<file path="src/rtl/data_sync_pkg.sv">
// data_sync_pkg
// Shared definitions for the data synchronizer transmit and receive sides:
// the transmitter state encoding and default sizing constants.
package data_sync_pkg;

    typedef enum logic [1:0] {
        IDLE = 2'b00,
        HOLD = 2'b01,
        GAP  = 2'b10
    } state_e;

    localparam int DEFAULT_BUS_WIDTH  = 8;
    localparam int DEFAULT_NUM_STAGES = 2;

endpackage

</file>
<file path="src/rtl/data_sync_tx_if.sv">
// data_sync_tx_if
// Bundles the word-input handshake and the crossing bus of data_sync_tx.
//   in_data/in_valid/in_ready : source-side valid/ready word input
//   unsync_bus/bus_enable     : quasi-static bus and level enable to receiver
//   busy                      : transmitter not idle
// master = producer/observer side, slave = data_sync_tx.
interface data_sync_tx_if #(
    parameter int BUS_WIDTH = 8
);
    logic [BUS_WIDTH-1:0] in_data;
    logic                 in_valid;
    logic                 in_ready;
    logic [BUS_WIDTH-1:0] unsync_bus;
    logic                 bus_enable;
    logic                 busy;

    modport master (
        output in_data, in_valid,
        input  in_ready, unsync_bus, bus_enable, busy
    );

    modport slave (
        input  in_data, in_valid,
        output in_ready, unsync_bus, bus_enable, busy
    );
endinterface

</file>
<file path="src/rtl/bit_sync.sv">
// bit_sync
// Single-bit multi-flop synchronizer chain.
//   CLK : destination clock
//   RST : synchronous active-high reset, clears the chain to 0
//   d   : asynchronous input bit
//   q   : synchronized output (last stage)
module bit_sync #(
    parameter int NUM_STAGES = 2
) (
    input  logic CLK,
    input  logic RST,
    input  logic d,
    output logic q
);
    logic [NUM_STAGES-1:0] sync_q;
    logic [NUM_STAGES-1:0] sync_d;

    always_comb begin
        sync_d = {sync_q[NUM_STAGES-2:0], d};
    end

    always_ff @(posedge CLK) begin
        if (RST) begin
            sync_q <= '0;
        end else begin
            sync_q <= sync_d;
        end
    end

    assign q = sync_q[NUM_STAGES-1];
endmodule

</file>
<file path="src/rtl/data_sync_tx.sv">
// data_sync_tx
// Source-domain transmitter for the multi-flop data synchronizer. Accepts a
// word, raises bus_enable for HOLD_CYCLES with the word on unsync_bus, then
// keeps the bus frozen with the enable low for GAP_CYCLES before accepting
// the next word.
//   CLK            : source clock
//   RST            : synchronous active-high reset
//   bus (slave)    : in_data/in_valid/in_ready, unsync_bus, bus_enable, busy
//   bus_ack        : receiver acknowledge (only with DATA_SYNC_TX_ACK_EN)
// Optional feature macro: DATA_SYNC_TX_ACK_EN adds a four-phase handshake in
// which the hold/gap counters become minimum times and the synchronized
// bus_ack gates the HOLD->GAP and GAP->IDLE transitions.
//
// state | meaning
// IDLE  | ready for a word, bus holds the last word, enable low
// HOLD  | enable high, word stable on bus
// GAP   | enable low, word still stable so the receiver sees a clean fall
module data_sync_tx
    import data_sync_pkg::*;
#(
    parameter int BUS_WIDTH   = DEFAULT_BUS_WIDTH,
    parameter int HOLD_CYCLES = 4,
    parameter int GAP_CYCLES  = 4,
    parameter int CNT_WIDTH   = 4
) (
    input  logic          CLK,
    input  logic          RST,
`ifdef DATA_SYNC_TX_ACK_EN
    input  logic          bus_ack,
`endif
    data_sync_tx_if.slave bus
);

    if (HOLD_CYCLES < 1) begin : g_bad_hold
        $fatal(1, "data_sync_tx: HOLD_CYCLES must be >= 1");
    end
    if (GAP_CYCLES < 1) begin : g_bad_gap
        $fatal(1, "data_sync_tx: GAP_CYCLES must be >= 1");
    end
    if (((1 << CNT_WIDTH) < HOLD_CYCLES) || ((1 << CNT_WIDTH) < GAP_CYCLES)) begin : g_bad_cnt
        $fatal(1, "data_sync_tx: CNT_WIDTH too small for HOLD_CYCLES/GAP_CYCLES");
    end

    localparam logic [CNT_WIDTH-1:0] HOLD_LOAD = CNT_WIDTH'(HOLD_CYCLES - 1);
    localparam logic [CNT_WIDTH-1:0] GAP_LOAD  = CNT_WIDTH'(GAP_CYCLES - 1);

    state_e               state_q, state_d;
    logic [BUS_WIDTH-1:0] data_q, data_d;
    logic                 en_q, en_d;
    logic [CNT_WIDTH-1:0] cnt_q, cnt_d;

    logic cnt_zero;
    logic hold_done;
    logic gap_done;

    assign cnt_zero = (cnt_q == '0);

`ifdef DATA_SYNC_TX_ACK_EN
    logic ack_s;

    bit_sync #(
        .NUM_STAGES(DEFAULT_NUM_STAGES)
    ) u_ack_sync (
        .CLK (CLK),
        .RST (RST),
        .d   (bus_ack),
        .q   (ack_s)
    );

    // Counters are minimum times; the receiver's ack level finishes each phase.
    assign hold_done = cnt_zero && ack_s;
    assign gap_done  = cnt_zero && !ack_s;
`else
    assign hold_done = cnt_zero;
    assign gap_done  = cnt_zero;
`endif

    always_comb begin
        state_d = state_q;
        data_d  = data_q;
        en_d    = en_q;
        cnt_d   = cnt_q;
        case (state_q)
            IDLE: begin
                if (bus.in_valid) begin
                    data_d  = bus.in_data;
                    en_d    = 1'b1;
                    cnt_d   = HOLD_LOAD;
                    state_d = HOLD;
                end
            end
            HOLD: begin
                if (hold_done) begin
                    en_d    = 1'b0;
                    cnt_d   = GAP_LOAD;
                    state_d = GAP;
                end else if (!cnt_zero) begin
                    cnt_d = cnt_q - 1'b1;
                end
            end
            GAP: begin
                if (gap_done) begin
                    state_d = IDLE;
                end else if (!cnt_zero) begin
                    cnt_d = cnt_q - 1'b1;
                end
            end
            default: begin
                state_d = IDLE;
                en_d    = 1'b0;
                cnt_d   = '0;
            end
        endcase
    end

    always_ff @(posedge CLK) begin
        if (RST) begin
            state_q <= IDLE;
            data_q  <= '0;
            en_q    <= 1'b0;
            cnt_q   <= '0;
        end else begin
            state_q <= state_d;
            data_q  <= data_d;
            en_q    <= en_d;
            cnt_q   <= cnt_d;
        end
    end

    // in_ready drops combinationally with RST so nothing is offered during reset.
    assign bus.in_ready   = (state_q == IDLE) && !RST;
    assign bus.unsync_bus = data_q;
    assign bus.bus_enable = en_q;
    assign bus.busy       = (state_q != IDLE);

endmodule

</file>
<file path="src/flat_wrapper.sv">
// flat-port wrapper written by rule: the top's interface ports become plain ports
module data_sync_tx_flat import data_sync_pkg::*;
#(
    parameter int BUS_WIDTH   = DEFAULT_BUS_WIDTH,
    parameter int HOLD_CYCLES = 4,
    parameter int GAP_CYCLES  = 4,
    parameter int CNT_WIDTH   = 4
)
  (CLK, RST, bus_in_data, bus_in_valid, bus_in_ready, bus_unsync_bus, bus_bus_enable, bus_busy);
  data_sync_tx_if #(.BUS_WIDTH(BUS_WIDTH)) bus_i ();
  input  logic CLK;
  input  logic RST;
  input wire logic [$bits(bus_i.in_data)-1:0] bus_in_data;
  input wire logic [$bits(bus_i.in_valid)-1:0] bus_in_valid;
  output wire logic [$bits(bus_i.in_ready)-1:0] bus_in_ready;
  output wire logic [$bits(bus_i.unsync_bus)-1:0] bus_unsync_bus;
  output wire logic [$bits(bus_i.bus_enable)-1:0] bus_bus_enable;
  output wire logic [$bits(bus_i.busy)-1:0] bus_busy;
  assign bus_i.in_data = bus_in_data;
  assign bus_i.in_valid = bus_in_valid;
  assign bus_in_ready = bus_i.in_ready;
  assign bus_unsync_bus = bus_i.unsync_bus;
  assign bus_bus_enable = bus_i.bus_enable;
  assign bus_busy = bus_i.busy;
  data_sync_tx #(.BUS_WIDTH(BUS_WIDTH), .HOLD_CYCLES(HOLD_CYCLES), .GAP_CYCLES(GAP_CYCLES), .CNT_WIDTH(CNT_WIDTH)) u_core (.CLK(CLK), .RST(RST), .bus(bus_i));
endmodule
</file>
<file path="config.mk">
export PLATFORM = sky130hd
export DESIGN_NAME = data_sync_tx_flat
export DESIGN_NICKNAME = d
export VERILOG_FILES = /design/src/rtl/data_sync_pkg.sv /design/src/rtl/data_sync_tx_if.sv /design/src/rtl/bit_sync.sv /design/src/rtl/data_sync_tx.sv /design/src/flat_wrapper.sv
export SDC_FILE = /design/constraint.sdc
export NUM_CORES = 1
export LEC_CHECK = 0
export ABC_AREA = 0
export BUFFER_PORTS_ARGS = -buffer_cell sky130_fd_sc_hd__buf_2
export CELL_PAD_IN_SITES_DETAIL_PLACEMENT = 1
export CELL_PAD_IN_SITES_GLOBAL_PLACEMENT = 1
export CORE_MARGIN = 5
export CORE_UTILIZATION = 34
export CTS_CLUSTER_SIZE = 12
export DETAILED_ROUTE_END_ITERATION = 8
export PLACE_DENSITY = 0.81
export SLEW_MARGIN = 20
export SYNTH_ARGS = -nofsm -noshare
export SYNTH_HDL_FRONTEND = slang
export SYNTH_SLANG_ARGS = --single-unit
</file>
<file path="constraint.sdc">
create_clock -name CLK -period 2 [get_ports CLK]
set_input_delay 0.3 -clock CLK [delete_from_list [all_inputs] [get_ports CLK]]
set_output_delay 0.3 -clock CLK [all_outputs]
set_load 0.01 [all_outputs]
</file>
# ---- Word level (Yosys, flattened, before mapping)
# Index checks and enable logic that the tools add are counted.
dict set report word_totals {
  reg_bits 15
  input_bits 11
}
dict set report classes {
  add_sub_neg 1
  eq_ne 6
  mux 11
  bitwise 1
  n_reduce_logical 9
}
# op n
set ops {}
lappend ops {{two-way mux 4 bit} 3}
lappend ops {{case mux 4 bit (3 select lines)} 1}
lappend ops {{two-way mux 2 bit} 3}
lappend ops {{case mux 2 bit (3 select lines)} 1}
lappend ops {{AND reduction 3 bit} 2}
lappend ops {{zero test 4 bit} 1}
lappend ops {{inequality test 2 x 1 -> 1 bit (second input constant)} 2}
lappend ops {{inequality test 2 bit (second input constant)} 2}
lappend ops {{AND reduction 2 bit} 2}
lappend ops {{subtractor 4 x 1 -> 4 bit (second input constant)} 1}
lappend ops {{case mux 1 bit (3 select lines)} 1}
lappend ops {{equality test 2 x 1 -> 1 bit (second input constant)} 1}
lappend ops {{equality test 2 bit (second input constant)} 1}
lappend ops {{zero test 2 bit} 1}
lappend ops {{two-way mux 1 bit} 2}
lappend ops {{nonzero test 2 bit} 1}
lappend ops {{logical AND 1 bit} 1}
lappend ops {{zero test 1 bit} 1}
lappend ops {{NOT 1 bit} 1}

# ---- Longest topological paths before layout
# Gate-level depths: netlist of run 1.
dict set report depth {
  ltp_word 3
  mapped_depth 5
}

# ---- Worst setup path after synthesis of run 1
# OpenSTA, ideal clock, no wires.
dict set report synth_timing {
  path_kind {reg2reg}
  startpoint {register u_core.cnt_q[0]}
  endpoint {register u_core.cnt_q[0]}
  setup_time_ps 115
  arrival_time_ps 1487
  path_slack_ps 398
  path_stages_with_launch 6
  path_buffers 0
  period_less_slack_ps 1602
  cell_sequence {dfxtp_1 inv_1 ha_1 or3b_2 and3_1 a2111oi_0}
}
dict set report synth_between {
  elab_chain_len 3
  word_cells_on_any_way 7
  cone_classes {add/sub (1); eq/ne (1); mux (3); reduce/logical (2)}
}
# item line
set synth_lines {}
lappend synth_lines {{from (decl)} data_sync_tx.sv:50} ;# logic [CNT_WIDTH-1:0] cnt_q, cnt_d;
lappend synth_lines {{from (signal assigned)} data_sync_tx.sv:126} ;# cnt_q <= cnt_d;
lappend synth_lines {{subtractor 4 x 1 -> 4 bit or zero test 4 bit (tied branches)} {data_sync_tx.sv:98, data_sync_tx.sv:105, data_sync_tx.sv:56}}
lappend synth_lines {{two-way mux 4 bit, or another cell as far along} data_sync_tx.sv:102} ;# if (gap_done) begin
lappend synth_lines {{case mux 4 bit (3 select lines) or AND reduction 2 bit (tied branches)} --}
# Several ways; a longest one is shown, not always the timed one. The select of a mux whose other input is x is not followed.
# A chain may end at the register's enable or synchronous reset.

# ---- Final worst setup path of run 1
dict set report layout_timing {
  startpoint {register u_core.cnt_q[0]}
  endpoint {register u_core.cnt_q[3]}
}
# The elaborated chain is that of the path after synthesis.

==> flow_metrics.env, run 1 <==
export IMPL_finalMaxSlewViolations=0
export IMPL_drt_iter0_markers=7
export IMPL_relSlewSlack=0.394
export IMPL_cts_hold_buf=0
export IMPL_yosys_area_top_type="dfxtp_1"
export IMPL_synthAdderAreaFrac=0.0353
export IMPL_finClkSkew_ns=0.000930
export IMPL_power_internal_uw=501
export IMPL_antenna_left=0
export IMPL_dp_hpwl_um=1380
export IMPL_yosysTopAreaCellShare=0.423
export IMPL_yosys_warnings=0
export IMPL_antenna_found_initial=0
export IMPL_critical_path_class="register to register"
export IMPL_row_count=16
export IMPL_totalPowerFinal_uw=757
export IMPL_netlist_instances=87
export IMPL_design_area_um2=868
export IMPL_combPwrFrac=0.291
export IMPL_synth_nets=100
export IMPL_area_growth_syn_to_layout_pct=22.4
export IMPL_wire_per_inst_um=13.1
export IMPL_clk_path_buf_depth=2
export IMPL_viasPerCell=5.20
export IMPL_ys_flop_type="dfxtp_1"
export IMPL_numPlacedInstances=132
export IMPL_io_pins=22
export IMPL_grt_pass1_wl_um=3120
export IMPL_power_switching_uw=256
export IMPL_ys_top_cells_by_area="dfxtp_1 (42%), nand2_1 (11%), a21oi_1 (7.8%)"
export IMPL_synth_area_um2=709
export IMPL_ys_seq_area_frac=0.423
export IMPL_status="complete, no violations"
export IMPL_p_per_area_mw_per_mm2=871
export IMPL_ys_seq_elements=15
export IMPL_cp_slowest_cell="dfxtp_1"
export IMPL_num_antenna_cells=0
export IMPL_p_leak_nw=0.379
export IMPL_cts_setup_buffers=0
export IMPL_synth_edf_count=0
export IMPL_dieArea_mm2=0.00310
export IMPL_cp_max_fo=6
export IMPL_irDropWorstVdd_v=0.000408
export IMPL_fin_cells=136
export IMPL_nNetsFinal=123
export IMPL_gp_congestion=0.808
export IMPL_cts_inserted_buffers=3
export IMPL_coreArea_mm2=0.00198
export IMPL_synthSimpleGateAreaFrac=0.266
export IMPL_critPathArrivalTime_ns=1.94
export IMPL_grt_use_total=0.121
export IMPL_maxCapViolations=0
export IMPL_die_y_um=55.7
export IMPL_vias=707
export IMPL_drc=0
export IMPL_synth_compound_area_frac=0.219
export IMPL_grt_pass1_vias=757
export IMPL_drive_above_1_share=0.284
export IMPL_pwr_share_clk=0.225
export IMPL_synth_cell_types=28
export IMPL_critPathLaunchType="register"
export IMPL_clock_latency_ns=0.27
export IMPL_worst_pin_slew_ns=0.908
export IMPL_path_cells="inv_1 > ha_1 > nor3b_1 > a311o_1 > a2111oi_2"
export IMPL_synth_xor_area_frac=0
export IMPL_swShare=0.338
export IMPL_end_kind="register"
export IMPL_cts_root_buf="clkbuf_4"
export IMPL_cts_clk_slew_worst_paths_ns=0.09
export IMPL_synth_top_family_by_area="simple AND/OR/NAND/NOR gates"
export IMPL_firstDrtPassIters=2
export IMPL_finalHoldViolations=0
export IMPL_fin_setup_tns_ns=0
export IMPL_cts_resized=0
export IMPL_place_area_um2=841
export IMPL_yosys_top_cells_count="nand2_1 (21), dfxtp_1 (15), a21oi_1 (11)"
export IMPL_slowest_delay_ns=0.41
export IMPL_synth_most_common_cell="nand2_1"
export IMPL_die_width_um=55.7
export IMPL_synth_mux_area_frac=0.0141
export IMPL_synth_area_per_cell_um2=8.15
export IMPL_rsz0062_at_grt="no"
export IMPL_cts_max_level=1
export IMPL_overflow=0
export IMPL_wl_um=1790
export IMPL_hold_class="input port to register"
export IMPL_p_seq_frac=0.484
export IMPL_grt_max_degree=16
export IMPL_required_ns=2.18
export IMPL_cts_sinks=15
export IMPL_timing_fmax_mhz=566
export IMPL_async_flop_share=0
export IMPL_initial_core_util=0.358
export IMPL_min_period_ns=1.77
export IMPL_cts_tree="yes"
export IMPL_finalSetupViolations=0
export IMPL_io_buffers=21
export IMPL_fin_crit_sh=0.883
layer usage:
| metal | share of wire | GRT usage |
|---|---|---|
| met3 | 0.044 | 0.0255 |
| met2 | 0.50 | 0.226 |
| met1 | 0.45 | 0.146 |
| met4 | 0 | 0.0104 |
| met5 | 0 | 0 |
sequential cells by signal (all words and copies together) (netlist names):
signal and cells:
u_core.state_q 2, u_core.cnt_q 4, u_core.bus.unsync_bus 8, u_core.bus.bus_enable 1
through the flow:
stage,hold WS [ns],setup slack (ns),utilization
6_report,0.256,0.233,0.438
5_1_grt,0.239,0.100,0.438
4_1_cts,0.248,0.221,0.438
3_5_place_dp,0.452,0.236,0.424
3_3_place_gp,0.439,0.329,0.424
2_1_floorplan,0.369,0.398,-
worst paths after layout:
| check | slack [ns] | to | startpoint | depth (start not counted) |
|---|---|---|---|---|
| worst max-delay path | 0.23 | u_core.cnt_q[3] | u_core.cnt_q[0] | 5 |
| worst min-delay path | 0.26 | u_core.bus.unsync_bus[2] | bus_in_data[2] | 3 |
| worst max register to register | 0.23 | u_core.cnt_q[3] | u_core.cnt_q[0] | 5 |
| worst min register to register | 0.46 | u_core.bus.unsync_bus[0] | u_core.bus.unsync_bus[0] | 2 |
worst max-delay path: cells and delay by family, from the launching register on:
family | cells | cell delay [ns]
AOI/OAI and AO/OA | 2 | 0.73
adders and majority gates | 1 | 0.24
buffers and inverters | 1 | 0.09
DFF | 1 | 0.41
and+or+nand+nor | 1 | 0.19
power by group through the flow:
| stage | Combinational [mW] | Sequential, mW | Clock [mW] |
|---|---|---|---|
| 3_3_place_gp | 0.216 | 0.370 | 0 |
| 6_report | 0.220 | 0.366 | 0.171 |
| 5_1_grt | 0.250 | 0.371 | 0.202 |
| 3_5_place_dp | 0.224 | 0.372 | 0 |
| 4_1_cts | 0.225 | 0.365 | 0.181 |
| 2_1_floorplan | 0.152 | 0.367 | 0 |
kinds of logic after synthesis:
| logic type | Yosys count |
|---|---|
| AND/OR/NAND/NOR | 38 |
| AO/OA/AOI/OAI | 23 |
| flip-flops | 15 |
| buffers and inverters | 8 |
| adder cells (fa/ha/maj) | 2 |
| multiplexers | 1 |
area by class of cell:
type	instances	area, µm²
multi-input combinational	64	379
sequential	15	300
inverter	4	15.0
tap	27	33.8
clock buffer	3	22.5
clock inverter	1	5.00
timing repair buffer	22	113
fill	239	1110
placed cells by master, fill, tap and decap left out, drive strengths merged:
| cell type | count |
|---|---|
| a2111oi | 3 |
| nand4bb | 1 |
| a311o | 2 |
| nand3 | 2 |
| o41ai | 1 |
| nand2 | 21 |
| o21ai | 2 |
| mux2i | 1 |
| a21oi | 11 |
| or3b | 2 |
| or4 | 1 |
| or2 | 2 |
| nand4 | 1 |
| inv | 4 |
| nor3b | 2 |
| nand2b | 1 |
| nor2 | 2 |
| ha | 2 |
| a31oi | 1 |
| o211ai | 1 |
| a211oi | 1 |
| o31ai | 1 |
| buf | 22 |
| dfxtp | 15 |
| nor3 | 2 |
| clkinv | 1 |
| and3 | 1 |
| clkbuf | 3 |
(Power assumes the default switching activity.)
==> run 2: changes to the inputs <==
--- a/config.mk
+++ b/config.mk
@@ -5,15 +5,15 @@
 export SDC_FILE = /design/constraint.sdc
 export NUM_CORES = 1
 export LEC_CHECK = 0
-export ABC_AREA = 0
+export ABC_AREA = 1
 export BUFFER_PORTS_ARGS = -buffer_cell sky130_fd_sc_hd__buf_2
 export CELL_PAD_IN_SITES_DETAIL_PLACEMENT = 1
 export CELL_PAD_IN_SITES_GLOBAL_PLACEMENT = 1
 export CORE_MARGIN = 5
-export CORE_UTILIZATION = 34
+export CORE_UTILIZATION = 33
 export CTS_CLUSTER_SIZE = 12
 export DETAILED_ROUTE_END_ITERATION = 8
-export PLACE_DENSITY = 0.81
+export PLACE_DENSITY = 0.82
 export SLEW_MARGIN = 20
 export SYNTH_ARGS = -nofsm -noshare
 export SYNTH_HDL_FRONTEND = slang
==> flow_metrics.env, run 2 <==
export IMPL_status="complete, no violations"
export IMPL_cts_hold_buf=0
export IMPL_cts_clk_slew_worst_paths_ns=0.08
export IMPL_cts_resized=0
export IMPL_num_fill_cells=288
export IMPL_min_period_ns=1.45
export IMPL_die_y_um=56.4
export IMPL_worst_pin_slew_ns=0.394
export IMPL_yosys_area_top_type="dfxtp_1"
export IMPL_clk_path_buf_depth=2
export IMPL_drive_above_1_share=0.264
export IMPL_synth_area_per_cell_um2=7.02
export IMPL_hold_class="input port to register"
export IMPL_cts_tree="yes"
export IMPL_cp_max_fo=4
export IMPL_fin_crit_sh=0.724
export IMPL_clock_latency_ns=0.28
export IMPL_critPathLaunchType="register"
export IMPL_antenna_found_initial=0
export IMPL_gp_congestion=0.740
export IMPL_dp_hpwl_um=1430
export IMPL_num_antenna_cells=0
export IMPL_cts_root_buf="clkbuf_4"
export IMPL_ys_top_cells_by_area="dfxtp_1 (42%), nor2_1 (13%), nand2_1 (10%)"
export IMPL_yosysTopAreaCellShare=0.423
export IMPL_drt_iter0_markers=5
export IMPL_synth_most_common_cell="nor2_1"
export IMPL_wl_um=1820
export IMPL_grt_max_degree=15
export IMPL_io_pins=22
export IMPL_area_growth_syn_to_layout_pct=22.6
export IMPL_grt_use_total=0.122
export IMPL_netlist_instances=101
export IMPL_cts_inserted_buffers=3
export IMPL_finalWorstSetupSlack_ns=0.552
export IMPL_synth_edf_count=0
export IMPL_design_area_um2=870
export IMPL_finalSetupViolations=0
export IMPL_critical_path_class="register to output pin"
export IMPL_seq_area_um2=300
export IMPL_finClkSkew_ns=0.00989
export IMPL_finalMaxSlewViolations=0
export IMPL_maxCapViolations=0
export IMPL_relSlewSlack=0.737
export IMPL_dieArea_mm2=0.00318
export IMPL_firstDrtPassIters=4
export IMPL_final_cell_mix="nor2_1 (25), buf_2 (21), nand2_1 (19), dfxtp_1 (15)"
export IMPL_rsz0062_at_grt="no"
export IMPL_cts_sinks=15
export IMPL_critPathArrivalTime_ns=1.15
export IMPL_grt_pass1_wl_um=3080
export IMPL_overflow=0
export IMPL_largest_reg_flops=8
export IMPL_ys_flop_type="dfxtp_1"
export IMPL_synth_area_um2=709
export IMPL_wire_per_inst_um=12.0
export IMPL_finalHoldViolations=0
export IMPL_multi_input_area_um2=357
export IMPL_yosys_warnings=0
export IMPL_antenna_left=0
export IMPL_layout_commonest_cell="nor2_1"
export IMPL_p_leak_nw=0.448
export IMPL_cts_setup_buffers=0
export IMPL_drc=0
export IMPL_p_per_area_mw_per_mm2=1240
export IMPL_ys_seq_elements=15
export IMPL_coreArea_mm2=0.00200
export IMPL_cts_max_level=1
export IMPL_dpl_worst_slack_ns=0.725
export IMPL_timing_fmax_mhz=691
export IMPL_synth_cell_types=17
export IMPL_place_area_um2=843
export IMPL_holdWs_ns=0.221
export IMPL_nNetsFinal=139
export IMPL_async_flop_share=0
export IMPL_initial_core_util=0.354
export IMPL_irDropWorstVdd_v=0.000620
export IMPL_io_buffers=21
export IMPL_fin_setup_tns_ns=0
export IMPL_vias=705
export IMPL_yosys_top_cells_count="nor2_1 (25), nand2_1 (19), dfxtp_1 (15)"
export IMPL_end_kind="output pin"
export IMPL_ys_seq_area_frac=0.423
export IMPL_die_width_um=56.4
export IMPL_synth_nets=114
export IMPL_grt_pass1_vias=714
export IMPL_required_ns=1.70
export IMPL_row_count=16
export IMPL_viasPerCell=4.64
export IMPL_totalPowerFinal_mw=1.07
## run 2: cell count changes after synthesis, moves of 3 or more
cell | previous run | this run
a21oi_1 | 11 | 3
o21ai_0 | 2 | 10
inv_1 | 4 | 10
clkbuf_1 | 3 | 0
nand3_1 | 2 | 6
nor2_1 | 2 | 25
## run 2: worst paths after layout
check / slack (ns) / start / to / cells after the start
setup / recovery: 0.55 / u_core.state_q[0] / bus_in_ready / 4
hold / removal: 0.22 / RST / u_core.cnt_q[3] / 2
setup reg to reg: 0.71 / u_core.cnt_q[0] / u_core.cnt_q[2] / 7
hold reg to reg: 0.48 / u_core.bus.bus_enable / u_core.bus.bus_enable / 2
## run 2: final cells by class
class                   instances  area share
inverters                      12      0.0547
multi-input cells              73       0.410
flip-flops and latches         15       0.345
repair buffers                 21       0.121
well taps                      27      0.0388
clock buffers                   4      0.0302
## run 2: where the power goes
| group | switching (mW) | leakage (nW) | total (mW) | internal (mW) |
|---|---|---|---|---|
| clock | 0.0950 | 0.0150 | 0.172 | 0.0773 |
| combinational | 0.317 | 0.308 | 0.483 | 0.167 |
| sequential | 0.0467 | 0.124 | 0.419 | 0.372 |
## run 2: critical path, stage by stage, from the launching register on
cell and delay, ns:
dfxtp_1 0.36, nor2_2 0.19, inv_2 0.10, nor2_1 0.09, buf_2 0.13
## run 2: cells by family (layout without fill, tap and decap cells)
logic type / after synthesis / count (layout) / synth area share
AOI/OAI and AO/OA: 14 / 14 / 0.104
adders and majority gates: 2 / 2 / 0.0353
buffers and inverters: 13 / 37 / 0.0741
DFF: 15 / 15 / 0.423
and+or+nand+nor: 57 / 57 / 0.363
## run 2: stage by stage
step,util,cells
2_1_floorplan,-,101
3_3_place_gp,0.421,148
3_5_place_dp,0.421,148
4_1_cts,0.434,152
5_1_grt,0.434,152
6_report,0.434,152
## run 2: layer usage
metal  wire length (µm)  global-route usage  vias to the layer above  part of all wire
met5                  0                   0                        -                 0
met4                 14              0.0610                        0            0.0077
li1                   -                   -                      363                 -
met2                897               0.214                       14              0.49
met3                 83              0.0183                        2             0.046
met1                822               0.142                      326              0.45
